[src/rtl/up_axi_master_pkg.sv]
// Shared types and constants for the up bus to AXI4-Lite initiator.
package up_axi_master_pkg;

  // Transaction sequencer states
  typedef enum logic [1:0] {
    IDLE  = 2'd0,
    WRITE = 2'd1,
    READ  = 2'd2,
    ACK   = 2'd3
  } state_t;

  // AXI response codes
  localparam logic [1:0] AXI_RESP_OKAY   = 2'b00;
  localparam logic [1:0] AXI_RESP_SLVERR = 2'b10;
  localparam logic [1:0] AXI_RESP_DECERR = 2'b11;

  // Any response other than OKAY is reported to the requester as an error
  function automatic logic resp_is_err(input logic [1:0] resp);
    return resp != AXI_RESP_OKAY;
  endfunction

endpackage

[src/rtl/up_axi_master.sv]
// Converts up register bus requests into single outstanding AXI4-Lite
// master transactions, with a response timeout guarding against hung slaves.
module up_axi_master
  import up_axi_master_pkg::*;
#(
  parameter int AXI_ADDRESS_WIDTH = 16,
  parameter int TIMEOUT_CYCLES    = 1023
) (
  input  logic                         up_clk,
  input  logic                         up_rstn,

  input  logic                         up_wreq,
  input  logic [13:0]                  up_waddr,
  input  logic [31:0]                  up_wdata,
  output logic                         up_wack,
  output logic                         up_werr,

  input  logic                         up_rreq,
  input  logic [13:0]                  up_raddr,
  output logic [31:0]                  up_rdata,
  output logic                         up_rack,
  output logic                         up_rerr,

  output logic                         m_axi_awvalid,
  input  logic                         m_axi_awready,
  output logic [AXI_ADDRESS_WIDTH-1:0] m_axi_awaddr,
  output logic [2:0]                   m_axi_awprot,

  output logic                         m_axi_wvalid,
  input  logic                         m_axi_wready,
  output logic [31:0]                  m_axi_wdata,
  output logic [3:0]                   m_axi_wstrb,

  input  logic                         m_axi_bvalid,
  output logic                         m_axi_bready,
  input  logic [1:0]                   m_axi_bresp,

  output logic                         m_axi_arvalid,
  input  logic                         m_axi_arready,
  output logic [AXI_ADDRESS_WIDTH-1:0] m_axi_araddr,
  output logic [2:0]                   m_axi_arprot,

  input  logic                         m_axi_rvalid,
  output logic                         m_axi_rready,
  input  logic [31:0]                  m_axi_rdata,
  input  logic [1:0]                   m_axi_rresp
);

  // A disabled timeout still needs a legal one-bit counter
  localparam int CNT_W = (TIMEOUT_CYCLES > 0) ? $clog2(TIMEOUT_CYCLES + 1) : 1;

  state_t                         state_q, state_d;
  logic [CNT_W-1:0]               cnt_q, cnt_d;
  logic                           timeout_hit;

  logic                           awvalid_d, wvalid_d, bready_d;
  logic                           arvalid_d, rready_d;
  logic [AXI_ADDRESS_WIDTH-1:0]   awaddr_d, araddr_d;
  logic [31:0]                    wdata_d, rdata_d;
  logic                           wack_d, werr_d, rack_d, rerr_d;

  // Protection and strobes never change: unprivileged, secure, full words
  assign m_axi_awprot = 3'b000;
  assign m_axi_arprot = 3'b000;
  assign m_axi_wstrb  = 4'hf;

  // Abort condition; a zero TIMEOUT_CYCLES means wait forever
  assign timeout_hit = (TIMEOUT_CYCLES != 0) && (cnt_q == CNT_W'(TIMEOUT_CYCLES));

  // Next-state and next-output logic; every output is a register so the
  // values computed here only become visible after the following edge
  always_comb begin
    state_d   = state_q;
    cnt_d     = cnt_q;
    awvalid_d = m_axi_awvalid;
    wvalid_d  = m_axi_wvalid;
    bready_d  = m_axi_bready;
    arvalid_d = m_axi_arvalid;
    rready_d  = m_axi_rready;
    awaddr_d  = m_axi_awaddr;
    araddr_d  = m_axi_araddr;
    wdata_d   = m_axi_wdata;
    rdata_d   = up_rdata;
    wack_d    = 1'b0;
    rack_d    = 1'b0;
    werr_d    = up_werr;
    rerr_d    = up_rerr;

    case (state_q)
      IDLE: begin
        cnt_d = '0;
        if (up_wreq) begin
          state_d   = WRITE;
          awaddr_d  = AXI_ADDRESS_WIDTH'({up_waddr, 2'b00});
          wdata_d   = up_wdata;
          awvalid_d = 1'b1;
          wvalid_d  = 1'b1;
          bready_d  = 1'b1;
        end else if (up_rreq) begin
          state_d   = READ;
          araddr_d  = AXI_ADDRESS_WIDTH'({up_raddr, 2'b00});
          arvalid_d = 1'b1;
          rready_d  = 1'b1;
        end
      end

      WRITE: begin
        if (TIMEOUT_CYCLES != 0) begin
          cnt_d = cnt_q + CNT_W'(1);
        end
        if (m_axi_awvalid && m_axi_awready) begin
          awvalid_d = 1'b0;
        end
        if (m_axi_wvalid && m_axi_wready) begin
          wvalid_d = 1'b0;
        end
        if (m_axi_bvalid && m_axi_bready) begin
          werr_d    = resp_is_err(m_axi_bresp);
          wack_d    = 1'b1;
          awvalid_d = 1'b0;
          wvalid_d  = 1'b0;
          bready_d  = 1'b0;
          state_d   = ACK;
        end else if (timeout_hit) begin
          werr_d    = 1'b1;
          wack_d    = 1'b1;
          awvalid_d = 1'b0;
          wvalid_d  = 1'b0;
          bready_d  = 1'b0;
          state_d   = ACK;
        end
      end

      READ: begin
        if (TIMEOUT_CYCLES != 0) begin
          cnt_d = cnt_q + CNT_W'(1);
        end
        if (m_axi_arvalid && m_axi_arready) begin
          arvalid_d = 1'b0;
        end
        if (m_axi_rvalid && m_axi_rready) begin
          rdata_d   = m_axi_rdata;
          rerr_d    = resp_is_err(m_axi_rresp);
          rack_d    = 1'b1;
          arvalid_d = 1'b0;
          rready_d  = 1'b0;
          state_d   = ACK;
        end else if (timeout_hit) begin
          rdata_d   = 32'h0;
          rerr_d    = 1'b1;
          rack_d    = 1'b1;
          arvalid_d = 1'b0;
          rready_d  = 1'b0;
          state_d   = ACK;
        end
      end

      ACK: begin
        state_d = IDLE;
      end

      default: begin
        state_d = IDLE;
      end
    endcase
  end

  // State, counter and registered outputs; reset aborts any transaction silently
  always_ff @(posedge up_clk or negedge up_rstn) begin
    if (!up_rstn) begin
      state_q       <= IDLE;
      cnt_q         <= '0;
      m_axi_awvalid <= 1'b0;
      m_axi_wvalid  <= 1'b0;
      m_axi_bready  <= 1'b0;
      m_axi_arvalid <= 1'b0;
      m_axi_rready  <= 1'b0;
      m_axi_awaddr  <= '0;
      m_axi_araddr  <= '0;
      m_axi_wdata   <= 32'h0;
      up_rdata      <= 32'h0;
      up_wack       <= 1'b0;
      up_rack       <= 1'b0;
      up_werr       <= 1'b0;
      up_rerr       <= 1'b0;
    end else begin
      state_q       <= state_d;
      cnt_q         <= cnt_d;
      m_axi_awvalid <= awvalid_d;
      m_axi_wvalid  <= wvalid_d;
      m_axi_bready  <= bready_d;
      m_axi_arvalid <= arvalid_d;
      m_axi_rready  <= rready_d;
      m_axi_awaddr  <= awaddr_d;
      m_axi_araddr  <= araddr_d;
      m_axi_wdata   <= wdata_d;
      up_rdata      <= rdata_d;
      up_wack       <= wack_d;
      up_rack       <= rack_d;
      up_werr       <= werr_d;
      up_rerr       <= rerr_d;
    end
  end

endmodule

[config.mk]
export PLATFORM = sky130hd
export DESIGN_NAME = up_axi_master
export DESIGN_NICKNAME = d
export VERILOG_FILES = /design/src/rtl/up_axi_master_pkg.sv /design/src/rtl/up_axi_master.sv
export SDC_FILE = /design/constraint.sdc
export NUM_CORES = 1
export LEC_CHECK = 0
export ABC_AREA = 1
export BUFFER_PORTS_ARGS = -buffer_cell sky130_fd_sc_hd__buf_2
export CORE_MARGIN = 10
export CORE_UTILIZATION = 40
export DETAILED_ROUTE_END_ITERATION = 8
export PLACE_DENSITY_LB_ADDON = 0.2
export SETUP_SLACK_MARGIN = 0.4
export SKIP_LAST_GASP = 1
export SYNTH_ARGS = -nofsm -noshare
export SYNTH_HDL_FRONTEND = slang
export SYNTH_SLANG_ARGS = --single-unit
[constraint.sdc]
create_clock -name up_clk -period 1.82 [get_ports up_clk]
set_input_delay 0.546 -clock up_clk [delete_from_list [all_inputs] [get_ports up_clk]]
set_output_delay 0.546 -clock up_clk [all_outputs]
set_load 0.03 [all_outputs]
==> key figures <==
Yosys
  • Most used DFF post-synth: dfrtp_1
  • Mapped cell area: 4810 sq um
  • Synth cell types: 24
  • Syn Inst Count: 449
  • Share of the yosys chip area belonging to registers: 58.8%
  • Ys Warns: 0
  • Synth Register Bits: 113
  • Async SR Flop Fraction: 100%
  • Mean Syn Cell Area: 10.7 sq um
  • Post-synth EDFFs: 0

Power and ir drop
  • Pint: 0.0106 W
  • Switching Share: 39.1%
  • Flop pwr share: 26.7%
  • Switching pwr: 0.00679 W
  • Clock share of power: 19.6%
  • Comb pwr share: 53.7%
  • VDD IR-drop max: 1180 uV
  • Pleak: 4.47 nW
  • Power per cell area: 2070 nW/um^2

Layout
  • Layout Area Growth over Synthesis: 74.6%
  • Commonest cells after routing, fill and taps aside: nand2_1, dfrtp_1, buf_6
  • Most common cell after layout, fill and taps aside: nand2_1
  • Share of layout cells above drive strength 1: 58.2%
  • Total Nets Final: 853

Floorplan
  • Top Ports: 220
  • Starting Density: 41.4%
  • Cell Rows: 39
  • Die height: 130 um
  • Die width: 130 um
  • Core Area: 11,600 sq um
  • DIE AREA: 16,800 sq um

Global routing
  • Vias in the first global route: 4,509
  • Gr usage total: 18.5%
  • Met2 usage: 30.5%
  • Initial antenna violation count: 2
  • Largest net degree at the start of global routing: 40
  • Grt total ovfl: 0
  • Top Usage Layer GRT: met2
  • Met1 Use GR: 20.0%
  • GRT met3 Usage: 9.01%
  • First-pass GRT wire length: 24,000 um

CTS
  • Total CTS buffers: 17
  • Clock-pin slew on the worst setup and hold paths: 50 ps
  • CTS root buffer: clkbuf_16
  • Sink Count: 113
  • CTS H-tree lvls: 4
  • Clk buf depth: 2
  • Clock Latency Late Sink: 410 ps
  • CTS tree: done

STA
  • Hold Violations, Final: 0
  • RSZ-0062 raised after global routing: true
  • Slew Viols, Final: 0
  • Min cycle time layout: 1600 ps
  • Hold WS: 69.5 ps
  • Final setup viols: 0
  • PnR worst setup slack: 220 ps
  • Fin crit share: 87.9%
  • Setup TNS: 0 ps
  • Max Clk Rate: 0.625 GHz
  • Worst clock skew: 9.40 ps

Drt
  • DRC: 0
  • Drt wl/cell: 19.3 um
  • Final WL: 17,300 um
  • DR iter-0 viols: 203
  • Via count: 4,345
  • First-pass iteration count of the detailed router: 4
  • Via/cell ratio: 4.84
  • Post-route ant nets: 0

Setup path
  • FF-to-FF path depth: 6
  • Slowest cell delay on critical path: 460 ps
  • WS Path Type: flip-flop to flip-flop
  • Reg2reg end: m_axi_awaddr[12]
  • Crit path launch: state_q[0]
  • FF-to-FF Start: state_q[0]
  • WP data arrival: 1890 ps
  • Peak fanout along the critical path: 7
  • Crit path to: m_axi_awaddr[12]
  • Worst R2R Setup Slack: 220 ps
  • WP data required: 2110 ps
  • Startpoint types: flip-flop
  • Setup crit end kind: flip-flop
  • Crit-path cells: inv_4, ha_4, nand2_8, buf_12, buf_16, mux2_4
  • Critical path's slowest cell: dfrtp_2

Run status
  • Status: finished clean

Place
  • Final RePlAce weighted congestion: 0.834
  • Port bufs: 205
  • Hpwl dp: 10,100 um
  • Pre-CTS setup slack: 195 ps

Worst hold path
  • Class of the worst hold path: input port to async pin

Job
  • Max-Cap Viols: 0
[worst min-delay path by stage]
stage / cells past startpoint / from / end
after detailed placement: 2 / up_rdata[8] / up_rdata[8]
after CTS: 1 / up_rstn / up_wack
after floorplan: 0 / up_rstn / cnt_q[0]
after global placement: 2 / up_rdata[21] / up_rdata[21]
final: 1 / up_rstn / up_wack
after global routing: 1 / up_rstn / up_wack
[per-stage QoR]
stage               power [W]  utilization [%]  cells  instance area [sq um]
floorplan             0.00849                -    461                   4870
global placement       0.0102             51.3    788                   5950
detailed placement     0.0103             51.3    788                   5950
CTS                    0.0163             66.8    860                   7760
global route           0.0182             72.3    897                   8400
finish                 0.0174             72.3    898                   8400
[repair_timing]
item / 4_1_cts / 5_1_grt
buffers inserted: 35 / 33
gates cloned: 6 / 4
gates resized for setup: 237 / 87
setup endpoints to repair: 204 / 211
hold buffers: 0 / 0
pin swaps: 9 / 28
hold endpoints to repair: 0 / 0
[layer usage]
| metal | vias up | share of wire (%) |
|---|---|---|
| met2 | 191 | 50 |
| met3 | 31 | 9.9 |
| met4 | 2 | 2.0 |
| met1 | 2123 | 38 |
| li1 | 1998 | - |
| met5 | - | 0.098 |
[worst max-delay path: cells and delay by family (launching register included)]
family	cells	cell delay [ps]
mux	1	320
simple gates	1	120
fa+ha+maj	1	200
flops	1	460
buf+inv	3	390
[power by group through the flow]
stage | Combinational, W | Sequential, W | Clock [W]
5_1_grt | 0.00985 | 0.00477 | 0.00358
3_5_place_dp | 0.00601 | 0.00430 | 0
2_1_floorplan | 0.00207 | 0.00641 | 0
6_report | 0.00934 | 0.00465 | 0.00340
4_1_cts | 0.00830 | 0.00454 | 0.00343
3_3_place_gp | 0.00591 | 0.00426 | 0
[Yosys cell counts, types with 6 or more instances]
cell type / instances / share of area [%]
nor2_1: 14 / 1.1
buf_4: 14 / 2.2
ha_1: 6 / 1.6
mux2_2: 17 / 4.0
dfrtp_1: 113 / 59
inv_1: 21 / 1.6
nand2_1: 175 / 14
buf_6: 8 / 1.9
a21oi_1: 10 / 1.0
mux2_4: 29 / 9.1
o21ai_0: 14 / 1.5
[cell families after synthesis]
group	count (synthesis)	synth area share (%)
multiplexers	46	13.0
buffers and inverters	49	6.30
adder cells (fa/ha/maj)	6	1.56
flip-flops	113	58.8
other	2	0.156
AO/OA/AOI/OAI	26	2.84
AND/OR/NAND/NOR	207	17.3
[final cells by class]
type | instances | area (sq um)
clock buffers | 26 | 499
diodes | 1 | 2.50
repair buffers | 289 | 2660
fillers | 756 | 3220
flip-flops and latches | 113 | 2830
inverters | 22 | 97.6
multi-input cells | 299 | 2030
well taps | 143 | 179
clock inverters | 5 | 100
[sequential cells by signal, indices dropped and copies added (netlist names), 2 cells and up]
name and count:
m_axi_wdata 32, up_rdata 32, m_axi_araddr 14, m_axi_awaddr 14
cnt_q 10, state_q 2
Note: power is estimated with default switching activity, not from simulation.
